$ cat config.mk
export PLATFORM = sky130hd
export DESIGN_NAME = sw_column_feeder_flat
export DESIGN_NICKNAME = d
export VERILOG_FILES = /design/src/rtl/sw_column_feeder_if.sv /design/src/rtl/sw_column_feeder.sv /design/src/flat_wrapper.sv
export SDC_FILE = /design/constraint.sdc
export NUM_CORES = 1
export LEC_CHECK = 0
export ABC_AREA = 1
export BUFFER_PORTS_ARGS = -buffer_cell sky130_fd_sc_hd__buf_4
export CORE_ASPECT_RATIO = 1.5
export CORE_MARGIN = 3
export CORE_UTILIZATION = 35
export CTS_CLUSTER_DIAMETER = 50
export DETAILED_ROUTE_END_ITERATION = 7
export HOLD_SLACK_MARGIN = 0.05
export PLACE_DENSITY = 0.53
export RECOVER_POWER = 100
export SLEW_MARGIN = 25
export SYNTH_ARGS = -nofsm -noshare
export SYNTH_HDL_FRONTEND = slang
export SYNTH_SLANG_ARGS = --single-unit
$ cat constraint.sdc
create_clock -name clk_i -period 4.9 [get_ports clk_i]
set_input_delay 1.225 -clock clk_i [delete_from_list [all_inputs] [get_ports clk_i]]
set_output_delay 1.225 -clock clk_i [all_outputs]
set_load 0.1 [all_outputs]
$ cat src/rtl/sw_column_feeder_if.sv
// sw_column_feeder_if: memory read port and column side-input stream.
// master = feeder (drives reads, column beats), slave = memory/shift chain.
interface sw_column_feeder_if #(
  parameter int AW = 16
);
  logic          mem_rd_o;
  logic [AW-1:0] mem_addr_o;
  logic [31:0]   mem_data_i;
  logic [31:0]   col_word_o;
  logic          col_valid_o;
  logic          col_ready_i;
  logic          row_first_o;
  logic          row_last_o;
  logic          win_last_o;

  modport master (
    output mem_rd_o,
    output mem_addr_o,
    input  mem_data_i,
    output col_word_o,
    output col_valid_o,
    input  col_ready_i,
    output row_first_o,
    output row_last_o,
    output win_last_o
  );

  modport slave (
    input  mem_rd_o,
    input  mem_addr_o,
    output mem_data_i,
    input  col_word_o,
    input  col_valid_o,
    output col_ready_i,
    input  row_first_o,
    input  row_last_o,
    input  win_last_o
  );
endinterface

$ cat src/rtl/sw_column_feeder.sv
// sw_column_feeder: walks a ROWS x COLS window of 32-bit words and streams
// them to the search-window shift chain with row/window markers.
// Ports: clk_i, rst_i (sync, active-high), start_i, abort_i,
//   base_addr_i, stride_i (latched on start), busy_o, done_o,
//   bus (master): mem read port + column valid/ready stream.
module sw_column_feeder #(
  parameter int ROWS = 16,
  parameter int COLS = 8,
  parameter int AW   = 16
) (
  input  logic          clk_i,
  input  logic          rst_i,
  input  logic          start_i,
  input  logic          abort_i,
  input  logic [AW-1:0] base_addr_i,
  input  logic [AW-1:0] stride_i,
  output logic          busy_o,
  output logic          done_o,
  sw_column_feeder_if.master bus
);

  localparam int RW = (ROWS > 1) ? $clog2(ROWS) : 1;
  localparam int CW = (COLS > 1) ? $clog2(COLS) : 1;

  typedef enum logic [1:0] {
    S_IDLE,
    S_RUN,
    S_DRAIN,
    S_DONE
  } state_t;

  state_t        state_q;
  logic [AW-1:0] row_base_q;
  logic [AW-1:0] stride_q;
  logic [RW-1:0] row_q;
  logic [CW-1:0] col_q;
  logic          busy_q;
  logic          done_q;

  // Read in flight and the tags it will carry into the buffer.
  logic          rd_q;
  logic [2:0]    tag_q;

  // Two-entry buffer: head drives the outputs, tail backs it up.
  // Tag bits: [2] row first, [1] row last, [0] window last.
  logic [1:0]    cnt_q;
  logic [31:0]   hd_w_q;
  logic [2:0]    hd_t_q;
  logic [31:0]   tl_w_q;
  logic [2:0]    tl_t_q;

  logic          valid;
  logic          pop;
  logic          rd;
  logic          last_col;
  logic          last_row;
  logic [2:0]    occ;
  logic [2:0]    need;
  logic [2:0]    tag_new;

  assign valid    = (cnt_q != 2'd0);
  assign pop      = valid && bus.col_ready_i;
  assign last_col = (col_q == CW'(COLS - 1));
  assign last_row = (row_q == RW'(ROWS - 1));
  assign occ      = {1'b0, cnt_q} + {2'b00, rd_q};
  // Space left after this cycle's pop must cover a new read.
  assign need     = occ - {2'b00, pop};
  assign rd       = (state_q == S_RUN) && (need < 3'd2);
  assign tag_new  = {(col_q == '0), last_col, last_col && last_row};

  assign bus.mem_rd_o    = rd;
  assign bus.mem_addr_o  = rd ? (row_base_q + AW'(col_q)) : '0;
  assign bus.col_valid_o = valid;
  assign bus.col_word_o  = hd_w_q;
  assign bus.row_first_o = valid && hd_t_q[2];
  assign bus.row_last_o  = valid && hd_t_q[1];
  assign bus.win_last_o  = valid && hd_t_q[0];
  assign busy_o          = busy_q;
  assign done_o          = done_q;

  always_ff @(posedge clk_i) begin
    if (rst_i) begin
      state_q    <= S_IDLE;
      row_base_q <= '0;
      stride_q   <= '0;
      row_q      <= '0;
      col_q      <= '0;
      busy_q     <= 1'b0;
      done_q     <= 1'b0;
      rd_q       <= 1'b0;
      tag_q      <= '0;
      cnt_q      <= '0;
      hd_w_q     <= '0;
      hd_t_q     <= '0;
      tl_w_q     <= '0;
      tl_t_q     <= '0;
    end else begin
      done_q <= 1'b0;
      rd_q   <= rd;
      tag_q  <= tag_new;

      case (state_q)
        S_IDLE: begin
          if (start_i) begin
            state_q    <= S_RUN;
            row_base_q <= base_addr_i;
            stride_q   <= stride_i;
            row_q      <= '0;
            col_q      <= '0;
            busy_q     <= 1'b1;
          end
        end
        S_RUN: begin
          if (rd) begin
            if (last_col) begin
              col_q      <= '0;
              row_q      <= row_q + RW'(1);
              row_base_q <= row_base_q + stride_q;
              if (last_row) begin
                state_q <= S_DRAIN;
              end
            end else begin
              col_q <= col_q + CW'(1);
            end
          end
        end
        S_DRAIN: begin
          if (pop && hd_t_q[0]) begin
            state_q <= S_DONE;
            busy_q  <= 1'b0;
            done_q  <= 1'b1;
          end
        end
        default: begin
          state_q <= S_IDLE;
        end
      endcase

      // Credit rule guarantees no push while the buffer is full.
      case ({rd_q, pop})
        2'b10: begin
          if (cnt_q == 2'd0) begin
            hd_w_q <= bus.mem_data_i;
            hd_t_q <= tag_q;
          end else begin
            tl_w_q <= bus.mem_data_i;
            tl_t_q <= tag_q;
          end
          cnt_q <= cnt_q + 2'd1;
        end
        2'b01: begin
          hd_w_q <= tl_w_q;
          hd_t_q <= tl_t_q;
          cnt_q  <= cnt_q - 2'd1;
        end
        2'b11: begin
          if (cnt_q == 2'd1) begin
            hd_w_q <= bus.mem_data_i;
            hd_t_q <= tag_q;
          end else begin
            hd_w_q <= tl_w_q;
            hd_t_q <= tl_t_q;
            tl_w_q <= bus.mem_data_i;
            tl_t_q <= tag_q;
          end
        end
        default: ;
      endcase

      // Abort drops buffered words and the pending return.
      if (abort_i && (state_q != S_IDLE)) begin
        state_q <= S_IDLE;
        busy_q  <= 1'b0;
        done_q  <= 1'b0;
        rd_q    <= 1'b0;
        cnt_q   <= '0;
      end
    end
  end

endmodule

$ cat src/flat_wrapper.sv
// flat-port wrapper written by rule: the top's interface ports become plain ports
module sw_column_feeder_flat 
#(
  parameter int ROWS = 16,
  parameter int COLS = 8,
  parameter int AW   = 16
)
  (clk_i, rst_i, start_i, abort_i, base_addr_i, stride_i, busy_o, done_o, bus_mem_rd_o, bus_mem_addr_o, bus_mem_data_i, bus_col_word_o, bus_col_valid_o, bus_col_ready_i, bus_row_first_o, bus_row_last_o, bus_win_last_o);
  sw_column_feeder_if #(.AW(AW)) bus_i ();
  input  logic clk_i;
  input  logic rst_i;
  input  logic start_i;
  input  logic abort_i;
  input  logic [AW-1:0] base_addr_i;
  input  logic [AW-1:0] stride_i;
  output logic busy_o;
  output logic done_o;
  output wire logic [$bits(bus_i.mem_rd_o)-1:0] bus_mem_rd_o;
  output wire logic [$bits(bus_i.mem_addr_o)-1:0] bus_mem_addr_o;
  input wire logic [$bits(bus_i.mem_data_i)-1:0] bus_mem_data_i;
  output wire logic [$bits(bus_i.col_word_o)-1:0] bus_col_word_o;
  output wire logic [$bits(bus_i.col_valid_o)-1:0] bus_col_valid_o;
  input wire logic [$bits(bus_i.col_ready_i)-1:0] bus_col_ready_i;
  output wire logic [$bits(bus_i.row_first_o)-1:0] bus_row_first_o;
  output wire logic [$bits(bus_i.row_last_o)-1:0] bus_row_last_o;
  output wire logic [$bits(bus_i.win_last_o)-1:0] bus_win_last_o;
  assign bus_mem_rd_o = bus_i.mem_rd_o;
  assign bus_mem_addr_o = bus_i.mem_addr_o;
  assign bus_i.mem_data_i = bus_mem_data_i;
  assign bus_col_word_o = bus_i.col_word_o;
  assign bus_col_valid_o = bus_i.col_valid_o;
  assign bus_i.col_ready_i = bus_col_ready_i;
  assign bus_row_first_o = bus_i.row_first_o;
  assign bus_row_last_o = bus_i.row_last_o;
  assign bus_win_last_o = bus_i.win_last_o;
  sw_column_feeder #(.ROWS(ROWS), .COLS(COLS), .AW(AW)) u_core (.clk_i(clk_i), .rst_i(rst_i), .start_i(start_i), .abort_i(abort_i), .base_addr_i(base_addr_i), .stride_i(stride_i), .busy_o(busy_o), .done_o(done_o), .bus(bus_i));
endmodule
==> run metrics <==
status finished, violations left; failing checks max-capacitance violations, max-slew violations; post-route ant nets 0; Placed Instance Area 0.00770 mm2; Synth warnings 0; Worst Path Required 3.67 ns; Slew Limit Fails 125; Seq cells post-synth 119; area delta synth->final 26.0%; most instantiated cells after synthesis inv_1, nand2_1, nor2_1; initial core utilization 35.7%; Leakage 3.78 nW; Slew Limit Headroom -70.4%; post-synthesis xor/xnor area fraction 1.23%; synth unique cells 34; H-tree lvl count 4; simple-gate share of the synthesized area 21.3%; Mapped Area 0.00641 mm2; clk sinks 119; Worst Path Arrival 3.49 ns; CTS tree yes; antenna violations before repair 0; number of antenna diodes 0; clk buf depth 2; PD cells 702 mW/mm2; ranking of synthesized cells by area dfxtp_1, inv_1, nand2_1, o21ai_0, nor2_1; Layout fillers 1921; worst-skew pair later-pin latency 0.41 ns; proportion of synthesized area in mux cells 0.156%; total gr overflow 0; detail-routed via count per cell 4.82; worst vdd ir 262 uV; worst clock skew 0.0107 ns; Seq/Total Area, Yosys 37.2%; layout cells sized above 1 14.0%; Max FO, Critical Path 10; Startpoint Class input pin; input/output buffers 123; post-CTS setup buffer count 0; nets 1164; Root Buffer clkbuf_16; Placeable Area 0.0179 mm2; die width 116 um; adder-cell area share of the yosys netlist 6.79%; number of global-route vias before repair 6023; crit path capture type output port; RSZ-0062 raised after global routing false; Post-synth EDFFs 0; Final min period 4.72 ns; setup_tns 0 ns; net count after synthesis 1054; quantity of hold-fixing buffers added after cts 0; WL per Instance 13.9 um; combinational family with the most area after synthesis simple AND/OR/NAND/NOR gates; fin crit share 96.3%; total number of vias 6221; Hold Path Class reg2reg; share of the synthesized area in the top cell type 37.2%; first-pass GRT wire length 29200 um; worst slew pin tran 2.54 ns; TritonRoute pass-1 iters 4; Detail Placement HPWL 13300 um; Die Height 172 um; ys flop type dfxtp_1; post-route cell area 0.00808 mm2; Clock transition at path regs 0.06 ns; total track usage 18.7%; Post-synth ARST share 0%; Rows 60; post-layout util 45.0%; Hold WS 0.452 ns; cell taking the most area after synthesis dfxtp_1; GP Congestion 0.861; DRT Wirelength 17900 um; Fin. Hold Viols 0; largest net degree at the start of global routing 71; Synth Instances 952; Iter 0 DRT Violations 340; Mean Syn Cell Area 6.73 um2; post-CTS sizing 0; Setup Viol. Count Final 0; non-filler cells, final 1292; most common cell in the netlist inv_1; Compound-Gate Fraction of Synth Area 19.3%; kind of critical path in2out; placed cell count 1260; CTS Buf Count 17; Max-Cap Viols 3; f_max 212 MHz; Residual DRC 0; IO Pins 124; die area 0.0200 mm2
## cells in the final DEF, fill, tap and decap left out, drive strengths merged, types with 2 or more instances in the layout
master    netlist  layout
a211oi          2       2
clkbuf         31      71
bufinv          0       2
o21ai         111     111
ha             30      30
o221ai         35      35
nor2          134     134
nor3           13      13
fa              3       3
nand4           3       3
a21oi          64      64
clkinvlp        0       6
nand3          33      33
nand2         153     153
inv           196     196
xor2            8       8
clkinv          2       8
buf             6      75
dfxtp         119     119
## cell type report
class,instances,area [um2],area share [%]
clock buffers,18,439,5.44
clock inverters,14,151,1.87
inverters,198,752,9.31
multi-input cells,598,3290,40.7
flip-flops and latches,119,2380,29.5
well taps,217,272,3.36
repair buffers,128,790,9.77
## metrics by stage
step	power [W]	setup slack [ns]
finish	0.00567	0.184
global route	0.00607	0.00758
CTS	0.00588	0.156
detailed placement	0.00462	0.169
global placement	0.00461	0.181
floorplan	0.00388	-0.253
## cells by family (layout without fill, tap and decap cells)
logic type               after synthesis  count (layout)
AND/OR/NAND/NOR                      339             339
buffers and inverters                235             358
AO/OA/AOI/OAI                        216             216
flip-flops                           119             119
adder cells (fa/ha/maj)               33              33
XOR/XNOR                               9               9
multiplexers                           1               1
## final timing paths
check,startpoint,endpoint,slack [ns],cells past startpoint
hold reg to reg,u_core.tl_w_q[5],u_core.tl_w_q[5],0.45,2
hold / removal,u_core.tl_w_q[5],u_core.tl_w_q[5],0.45,2
setup reg to reg,u_core.cnt_q[1],u_core.tl_w_q[8],0.85,10
setup / recovery,bus_col_ready_i,bus_mem_addr_o[5],0.18,13
## metal layers
layer  track usage [%]  vias up  part of all wire (%)
met1              19.4     2796                    39
met3              3.48       33                   4.2
li1                  -     3256                     -
met4              10.2        0                   4.7
met2              34.6      136                    52
met5                 0        -                     0
## power by group
part / internal (W) / leakage (nW) / total (W) / switching, W
Clock: 0.000763 / 0.275 / 0.00123 / 0.000468
Combinational: 0.000667 / 2.53 / 0.00288 / 0.00221
Sequential: 0.00129 / 0.973 / 0.00156 / 0.000266
## worst max-delay path, cell delays in order
cell and delay [ns]:
buf_4 0.12, nand2_4 0.07, inv_2 0.05, ha_4 0.22, nor2_1 0.09, inv_1 0.07, fa_1 0.52, nand3_2 0.10
nor2_4 0.29, inv_6 0.14, a21oi_1 0.17, o21a_4 0.14, buf_4 0.27
## sequential cells by signal (all words and copies together) (netlist names), 2 cells and up
register	count
u_core.bus.col_word_o	32
u_core.tl_w_q	32
u_core.row_base_q	16
u_core.stride_q	16
u_core.row_q	4
u_core.col_q	3
u_core.hd_t_q	3
u_core.tag_q	3
u_core.tl_t_q	3
u_core.cnt_q	2
u_core.state_q	2
Note: power is estimated with default switching activity, not from simulation.
